`src/rtl/shift_sequencer.sv`:
```
// shift_sequencer: iterative one-bit-per-clock shift controller (LLS/LAS/RLS/RAS, 8/16-bit).
// Ports:
//   clk, rst                        clock (rising edge), async active-high reset
//   req_valid/req_ready             request handshake; req_ready only while idle
//   req_op, req_wide                operation (00/01 left, 10 logical right, 11 arith right), width
//   req_data, req_offset            operand and shift amount (upper bits ignored in 8-bit mode)
//   rsp_valid/rsp_ready             response handshake; rsp_valid only in DONE
//   rsp_data, rsp_carry             result and last pushed-out bit
//   busy                            high whenever not idle
module shift_sequencer #(
   parameter int unsigned DATA_W = 16,
   parameter int unsigned CNT_W  = 5
) (
   input  logic              clk,
   input  logic              rst,
   input  logic              req_valid,
   output logic              req_ready,
   input  logic [1:0]        req_op,
   input  logic              req_wide,
   input  logic [DATA_W-1:0] req_data,
   input  logic [CNT_W-1:0]  req_offset,
   output logic              rsp_valid,
   input  logic              rsp_ready,
   output logic [DATA_W-1:0] rsp_data,
   output logic              rsp_carry,
   output logic              busy
);

   localparam int unsigned NARROW_W = DATA_W / 2;

   typedef enum logic [1:0] {IDLE, SHIFT, DONE} state_t;

   state_t              state_q, state_d;
   logic [DATA_W-1:0]   data_q, data_d;
   logic [CNT_W-1:0]    cnt_q, cnt_d;
   logic                carry_q, carry_d;
   logic [1:0]          op_q, op_d;
   logic                wide_q, wide_d;
   logic                ovf_q, ovf_d;
   logic                req_ready_q, req_ready_d;
   logic                rsp_valid_q, rsp_valid_d;
   logic                busy_q, busy_d;

   // Request decode: effective width, masked offset, clamped step count, overflow flag
   logic [CNT_W-1:0]    width_c, off_c, k_c;
   logic                ovf_c;
   logic [DATA_W-1:0]   operand_c;

   always_comb begin
      width_c   = req_wide ? CNT_W'(DATA_W) : CNT_W'(NARROW_W);
      off_c     = req_wide ? req_offset : (req_offset & CNT_W'(2 * NARROW_W - 1));
      ovf_c     = off_c > width_c;
      k_c       = ovf_c ? width_c : off_c;
      operand_c = req_wide ? req_data : DATA_W'(req_data[NARROW_W-1:0]);
   end

   // One-bit shift stage; in 8-bit mode the upper byte stays zero
   logic                msb_c, fill_c, push_c;
   logic [DATA_W-1:0]   step_c;

   always_comb begin
      msb_c  = wide_q ? data_q[DATA_W-1] : data_q[NARROW_W-1];
      fill_c = (op_q == 2'b11) ? msb_c : 1'b0;
      if (op_q[1]) begin
         push_c = data_q[0];
         step_c = wide_q ? {fill_c, data_q[DATA_W-1:1]}
                         : DATA_W'({fill_c, data_q[NARROW_W-1:1]});
      end else begin
         push_c = msb_c;
         step_c = wide_q ? {data_q[DATA_W-2:0], 1'b0}
                         : DATA_W'({data_q[NARROW_W-2:0], 1'b0});
      end
   end

   // Next-state and registered-output decode
   always_comb begin
      state_d = state_q;
      data_d  = data_q;
      cnt_d   = cnt_q;
      carry_d = carry_q;
      op_d    = op_q;
      wide_d  = wide_q;
      ovf_d   = ovf_q;
      case (state_q)
         IDLE: begin
            if (req_valid) begin
               op_d    = req_op;
               wide_d  = req_wide;
               data_d  = operand_c;
               cnt_d   = k_c;
               ovf_d   = ovf_c;
               carry_d = 1'b0;
               state_d = (k_c == '0) ? DONE : SHIFT;
            end
         end
         SHIFT: begin
            data_d  = step_c;
            cnt_d   = cnt_q - CNT_W'(1);
            carry_d = push_c;
            if (cnt_q == CNT_W'(1)) begin
               state_d = DONE;
               // Overflowed shifts report the fill value instead of the last pushed bit
               if (ovf_q) carry_d = fill_c;
            end
         end
         DONE: begin
            if (rsp_ready) state_d = IDLE;
         end
         default: state_d = IDLE;
      endcase
      req_ready_d = (state_d == IDLE);
      rsp_valid_d = (state_d == DONE);
      busy_d      = (state_d != IDLE);
   end

   always_ff @(posedge clk or posedge rst) begin
      if (rst) begin
         state_q     <= IDLE;
         data_q      <= '0;
         cnt_q       <= '0;
         carry_q     <= 1'b0;
         op_q        <= '0;
         wide_q      <= 1'b0;
         ovf_q       <= 1'b0;
         req_ready_q <= 1'b1;
         rsp_valid_q <= 1'b0;
         busy_q      <= 1'b0;
      end else begin
         state_q     <= state_d;
         data_q      <= data_d;
         cnt_q       <= cnt_d;
         carry_q     <= carry_d;
         op_q        <= op_d;
         wide_q      <= wide_d;
         ovf_q       <= ovf_d;
         req_ready_q <= req_ready_d;
         rsp_valid_q <= rsp_valid_d;
         busy_q      <= busy_d;
      end
   end

   assign req_ready = req_ready_q;
   assign rsp_valid = rsp_valid_q;
   assign rsp_data  = data_q;
   assign rsp_carry = carry_q;
   assign busy      = busy_q;

endmodule

```
`config.mk`:
```
export PLATFORM = sky130hd
export DESIGN_NAME = shift_sequencer
export DESIGN_NICKNAME = d
export VERILOG_FILES = /design/src/rtl/shift_sequencer.sv
export SDC_FILE = /design/constraint.sdc
export NUM_CORES = 1
export LEC_CHECK = 0
export ABC_AREA = 0
export CAP_MARGIN = 20
export CORE_MARGIN = 1.5
export CORE_UTILIZATION = 30
export CTS_CLUSTER_DIAMETER = 120
export DETAILED_ROUTE_END_ITERATION = 12
export HOLD_SLACK_MARGIN = 0.06
export PLACE_DENSITY = 0.57
export SLEW_MARGIN = 0
export SYNTH_ARGS = -nofsm -noshare
export SYNTH_HDL_FRONTEND = slang
export SYNTH_SLANG_ARGS = --single-unit
```
`constraint.sdc`:
```
create_clock -name clk -period 1.8 [get_ports clk]
set_input_delay 0.36 -clock clk [delete_from_list [all_inputs] [get_ports clk]]
set_output_delay 0.36 -clock clk [all_outputs]
set_load 0.005 [all_outputs]
```
==> results of run 1 <==
## power by group through the flow
stage	clock [mW]	sequential, mW	combinational [mW]
4_1_cts	0.625	1.34	1.92
5_1_grt	0.654	1.39	2.15
3_3_place_gp	0	1.35	1.89
6_report	0.614	1.34	1.93
2_1_floorplan	0	1.25	1.14
3_5_place_dp	0	1.35	1.91
## metal layers
metal / vias to the layer above / part of all wire [%] / wire, µm / global-route usage [%]
met5: - / 0 / 0 / 0
met4: 0 / 1.8 / 86 / 6.55
met3: 9 / 4.6 / 218 / 3.89
met2: 50 / 45 / 2150 / 22.7
met1: 771 / 48 / 2290 / 22.5
li1: 820 / - / - / -
## worst min-delay path: cells and delay by family
family / cells / cell delay, ps
buffers and inverters: 3 / 810
## registers in the layout, indices dropped and copies added, names as in the netlist
name and count:
rsp_carry 1, busy 1, cnt_q 5, wide_q 1, ovf_q 1, rsp_data 16
op_q 2, rsp_valid 1, req_ready 1, state_q 2
## synth_stat cells, drive strengths merged, types with 2 or more instances
master   instances  area, µm²
a21oi            6       30.0
nand3b           3       22.5
mux2i            3       30.0
nand3            2       10.0
nand2           26       97.6
buf              7       38.8
o21ai           11       55.1
nor2b            8       50.1
nor3             2       10.0
o211ai           3       22.5
or4b             2       23.8
o311ai           2       17.5
or3b             2       17.5
ha               2       25.0
a32oi            8       70.1
mux2             7       78.8
dfrtp           30        751
a31oi            3       18.8
nor3b            3       27.5
a2bb2oi          2       17.5
clkbuf           7       27.5
inv              8       30.0
a211oi           8       60.1
nor2            10       37.5
o31ai            6       45.0
## through the flow
stage | std cells | setup TNS, ps | utilization, % | area, µm² | power (mW)
floorplan | 189 | 0 | - | 1780 | 2.39
global placement | 315 | -224 | 43.6 | 2440 | 3.24
detailed placement | 315 | -312 | 43.6 | 2440 | 3.26
CTS | 323 | 0 | 45.4 | 2540 | 3.88
global route | 324 | 0 | 45.6 | 2560 | 4.19
finish | 324 | 0 | 45.6 | 2560 | 3.89
## what timing repair did
action                     4_1_cts  5_1_grt
gates resized for setup          0        2
setup endpoints to repair        0        2
setup buffers                    0        1
## cell type report
class,count,area [µm²]
Timing Repair Buffer,69,648
Sequential cell,31,777
Fill cell,580,3050
Inverter,8,30.0
Tap cell,72,90.1
Multi-Input combinational cell,136,913
Clock buffer,8,100
## worst paths after layout
check,from,end,slack [ps]
worst max-delay path,cnt_q[1]$_DFFE_PP0P_,rsp_carry$_DFFE_PP0P_,70
worst min-delay path,rst,rsp_data[2]$_DFFE_PP0P_,460
worst max register to register,cnt_q[1]$_DFFE_PP0P_,rsp_carry$_DFFE_PP0P_,70
worst min register to register,ovf_q$_DFFE_PP0P_,ovf_q$_DFFE_PP0P_,490
max in group asynchronous,rst,req_ready$_DFF_PP1_,1020
min in group clk,ovf_q$_DFFE_PP0P_,ovf_q$_DFFE_PP0P_,490
## logic make-up (layout without fill, tap and decap cells)
family | after synthesis | after routing | synth area share (%)
flip-flops | 31 | 31 | 43.7
AND/OR/NAND/NOR | 65 | 65 | 19.7
adder cells (fa/ha/maj) | 2 | 2 | 1.41
buffers and inverters | 22 | 85 | 5.42
AO/OA/AOI/OAI | 59 | 59 | 23.6
multiplexers | 10 | 10 | 6.13
==> results.json, run 1 <==
{
  "worstPathCellList": "inv_2, ha_1, or4b_4, or4b_1, o211ai_1",
  "drv_slew": 0,
  "crit_path_top_delay_cell": "or4b_1",
  "route.antenna.remaining_nets": 0,
  "reg2regPathDepth": 5,
  "core_um2": 5610,
  "relSlewSlack_pct": 66.5,
  "rows": 27,
  "antenna_found_initial": 0,
  "dp_slack_ps": -129,
  "status": "finished, final reports clean",
  "fin_crit_sh_pct": 96.0,
  "cts_tree": "done",
  "worst_path_largest_cell_delay_ps": 510,
  "cts.hold.buffers_added": 0,
  "combinationalPowerShare_pct": 49.6,
  "final_common_cell": "clkdlybuf4s50_1",
  "clock_skew_ps": 4.83,
  "h-tree-depth": 2,
  "critical_path_class": "reg2reg",
  "first_pass_iters": 5,
  "die_h_um": 80.0,
  "hold_viol_final": 0,
  "drc": 0,
  "vias": 1650,
  "synth.net_count": 219,
  "synth_cells": 189,
  "path_depth": 5,
  "max_freq_mhz": 579,
  "overflow": 0,
  "insertion_delay_ps": 280,
  "required_ps": 2010,
  "seqPwrFrac_pct": 34.6,
  "pwr-share-clk_pct": 15.8,
  "numCtsBuffers": 5,
  "ys_ff_latch": 31,
  "ys_seq_area_share_pct": 43.7,
  "drt_wl_total_um": 4750,
  "path_buf_inv": 1,
  "hold_slack_ps": 462,
  "synth_warnings": 0,
  "track_usage_pct": 15.9,
  "worst_pin_slew_ps": 490,
  "grt_max_degree": 32,
  "power.switching_mw": 1.44,
  "arrival_ps": 1930,
  "post-route-min-period_ps": 1730,
  "clk_path_buf_depth": 2,
  "grt_pass1_wl_um": 7870,
  "p_sw_share_pct": 37.1,
  "power_density_nw_per_um2": 1520,
  "die_area_um2": 6390,
  "diodes": 0,
  "setup_viol": 0,
  "ioPinCount": 48,
  "ys.flop_type": "dfrtp_1",
  "hold_class": "in2async",
  "end_kind": "register",
  "synth.distinct_cells": 49,
  "wire_per_inst_um": 14.6,
  "vdd_drop_max_mv": 0.533,
  "layout.nets": 281,
  "rsz0062_at_grt": "false",
  "grt_pass1_vias": 1578,
  "die_width_um": 80.0,
  "netlist_area_um2": 1780,
  "via_per_inst": 5.09,
  "cts-root-buf": "clkbuf_8",
  "drive_gt1_share_pct": 17.9,
  "routabilityCongestion": 0.773,
  "fin_ws_ps": 72.4,
  "cp_max_fo": 2,
  "clkTransAtPathRegs_ps": 70,
  "critPathLaunchType": "register",
  "hpwlAfterDp_um": 3450,
  "crit_family": "simple AND/OR/NAND/NOR gates",
  "synth-edff-count": 0,
  "synth-async-reset-ratio_pct": 100,
  "avgSynthCellArea_um2": 9.40,
  "numPortBuffers": 47,
  "syn2layout_area_growth_pct": 44.0,
  "power.leakage_nw": 1.06,
  "clkSinkCount": 31,
  "intPower_mw": 2.45,
  "cap_viol_max_count": 0,
  "initial_core_util_pct": 31.7,
  "final_cell_mix": "47 x clkdlybuf4s50_1, 30 x dfrtp_1, 26 x nand2_1",
  "first_iter_violations": 96
}
(Power assumes the default switching activity.)
==> run 2, diff against run 1 <==
--- a/config.mk
+++ b/config.mk
@@ -7,7 +7,7 @@
 export LEC_CHECK = 0
 export ABC_AREA = 0
 export CAP_MARGIN = 20
-export CORE_MARGIN = 1.5
+export CORE_MARGIN = 4
 export CORE_UTILIZATION = 30
 export CTS_CLUSTER_DIAMETER = 120
 export DETAILED_ROUTE_END_ITERATION = 12
==> run 2 against run 1 <==
Sequential power is essentially flat. Sequential cell count is the same. Utilization shrank 0.38 points. Routed wire length grew 1.1%. Non-clock buffer count is the same. Setup slack lost 19 ps. Critical path depth is the same. Global-route usage shrank 2.1 points. Combinational power is essentially flat. Cell count shrank 0.62%. Via count shrank 1.2%.
==> results.json, run 2 (same netlist as run 1, synthesis figures left out) <==
{
  "status": "finished, final reports clean",
  "drc": 0,
  "hold_viol_final": 0,
  "ioPinCount": 48,
  "clk_path_buf_depth": 2,
  "via_per_inst": 5.06,
  "antenna_found_initial": 0,
  "core_um2": 5610,
  "vdd_drop_max_mv": 0.545,
  "final_common_cell": "clkdlybuf4s50_1",
  "drv_slew": 0,
  "power_density_nw_per_um2": 1480,
  "setup_viol": 0,
  "arrival_ps": 1940,
  "power.leakage_nw": 1.04,
  "die_h_um": 85.0,
  "setup_tns_ps": 0,
  "wire_per_inst_um": 14.9,
  "rows": 27,
  "hpwlAfterDp_um": 3600,
  "insertion_delay_ps": 280,
  "drt_wl_total_um": 4800,
  "worst_pin_slew_ps": 382,
  "max_freq_mhz": 573,
  "hold_class": "in2async",
  "syn2layout_area_growth_pct": 42.8,
  "n_fill_cell": 586,
  "grt_max_degree": 32,
  "die_area_um2": 7220,
  "critPathLaunchType": "register",
  "required_ps": 1990,
  "relSlewSlack_pct": 73.9,
  "fin_crit_sh_pct": 97.0,
  "critical_path_class": "reg2reg",
  "vias": 1630,
  "numPortBuffers": 47,
  "cts-root-buf": "clkbuf_8",
  "clkTransAtPathRegs_ps": 60,
  "numCtsBuffers": 5,
  "cap_viol_max_count": 0,
  "post-route-min-period_ps": 1750,
  "drive_gt1_share_pct": 17.2,
  "grt_pass1_vias": 1584,
  "initial_core_util_pct": 31.7,
  "overflow": 0,
  "routabilityCongestion": 0.780,
  "h-tree-depth": 2,
  "p_total_mw": 3.76,
  "die_width_um": 85.0,
  "final_cell_mix": "47 x clkdlybuf4s50_1, 30 x dfrtp_1, 26 x nand2_1",
  "layout.nets": 281,
  "cts.hold.buffers_added": 0,
  "end_kind": "register",
  "first_iter_violations": 41,
  "track_usage_pct": 13.8,
  "route.antenna.remaining_nets": 0,
  "largest_reg_flops": 16,
  "clkSinkCount": 31,
  "rsz0062_at_grt": "false",
  "cts_tree": "done",
  "cp_max_fo": 2,
  "grt_pass1_wl_um": 7980,
  "first_pass_iters": 4,
  "clock_skew_ps": 3.79,
  "diodes": 0
}
[run 2: cell types whose count changed in the layout (fill, tap and decap cells not counted)]
| cell | change |
|---|---|
| clkbuf_8 | -2 |
| a2bb2oi_1 | +1 |
| a2bb2oi_2 | -1 |
| ha_4 | +1 |
| ha_1 | -1 |
[run 2: worst paths after layout]
path | from | endpoint | slack, ps | depth (start not counted)
worst max register to register | cnt_q[1]$_DFFE_PP0P_ | rsp_carry$_DFFE_PP0P_ | 50 | 5
worst min-delay path | rst | cnt_q[2]$_DFFE_PP0P_ | 470 | 3
worst min register to register | ovf_q$_DFFE_PP0P_ | ovf_q$_DFFE_PP0P_ | 500 | 2
max in group asynchronous | rst | req_ready$_DFF_PP1_ | 1010 | 3
min in group clk | ovf_q$_DFFE_PP0P_ | ovf_q$_DFFE_PP0P_ | 500 | 2
worst max-delay path | cnt_q[1]$_DFFE_PP0P_ | rsp_carry$_DFFE_PP0P_ | 50 | 5
[run 2: what timing repair did]
action | 4_1_cts | 5_1_grt
setup buffers | 0 | 1
endpoints found under the setup margin | 0 | 1
gates resized for setup | 0 | 3
[run 2: worst max-delay path, stage by stage (launching register included)]
cell      delay [ps]
dfrtp_1          390
inv_2             80
ha_4             120
or4b_4           450
or4b_1           530
o211ai_1          90
[run 2: layout make-up]
| type | count | area (µm²) | share of cell area, % |
|---|---|---|---|
| Tap cell | 72 | 90.1 | 3.55 |
| Multi-Input combinational cell | 136 | 920 | 36.2 |
| Inverter | 8 | 30.0 | 1.18 |
| Clock buffer | 6 | 72.6 | 2.86 |
| Timing Repair Buffer | 69 | 648 | 25.5 |
| Sequential cell | 31 | 777 | 30.6 |
[run 2: per-layer routing]
layer	vias to the layer above	track usage, %	share of wire (%)
li1	824	-	-
met1	768	19.4	48
met2	32	21.0	46
met3	6	2.52	4.3
met4	0	5.18	1.4
met5	-	0	0
[run 2: where the power goes]
| part | internal [mW] | switching [mW] | leakage, nW | total (mW) |
|---|---|---|---|---|
| registers | 1.01 | 0.305 | 0.383 | 1.31 |
| clock network | 0.257 | 0.243 | 0.0371 | 0.500 |
| logic | 1.08 | 0.875 | 0.623 | 1.95 |
| total | 2.34 | 1.42 | 1.04 | 3.76 |
[run 2: stage by stage]
step	std cells	setup slack (ps)	util (%)	hold slack (ps)	area [µm²]
finish	322	53.5	45.2	472	2540
global route	322	8.82	45.2	519	2540
CTS	321	5.81	44.9	485	2520
detailed placement	315	-125	43.6	490	2440
global placement	315	-114	43.6	486	2440
floorplan	189	95.0	-	450	1780
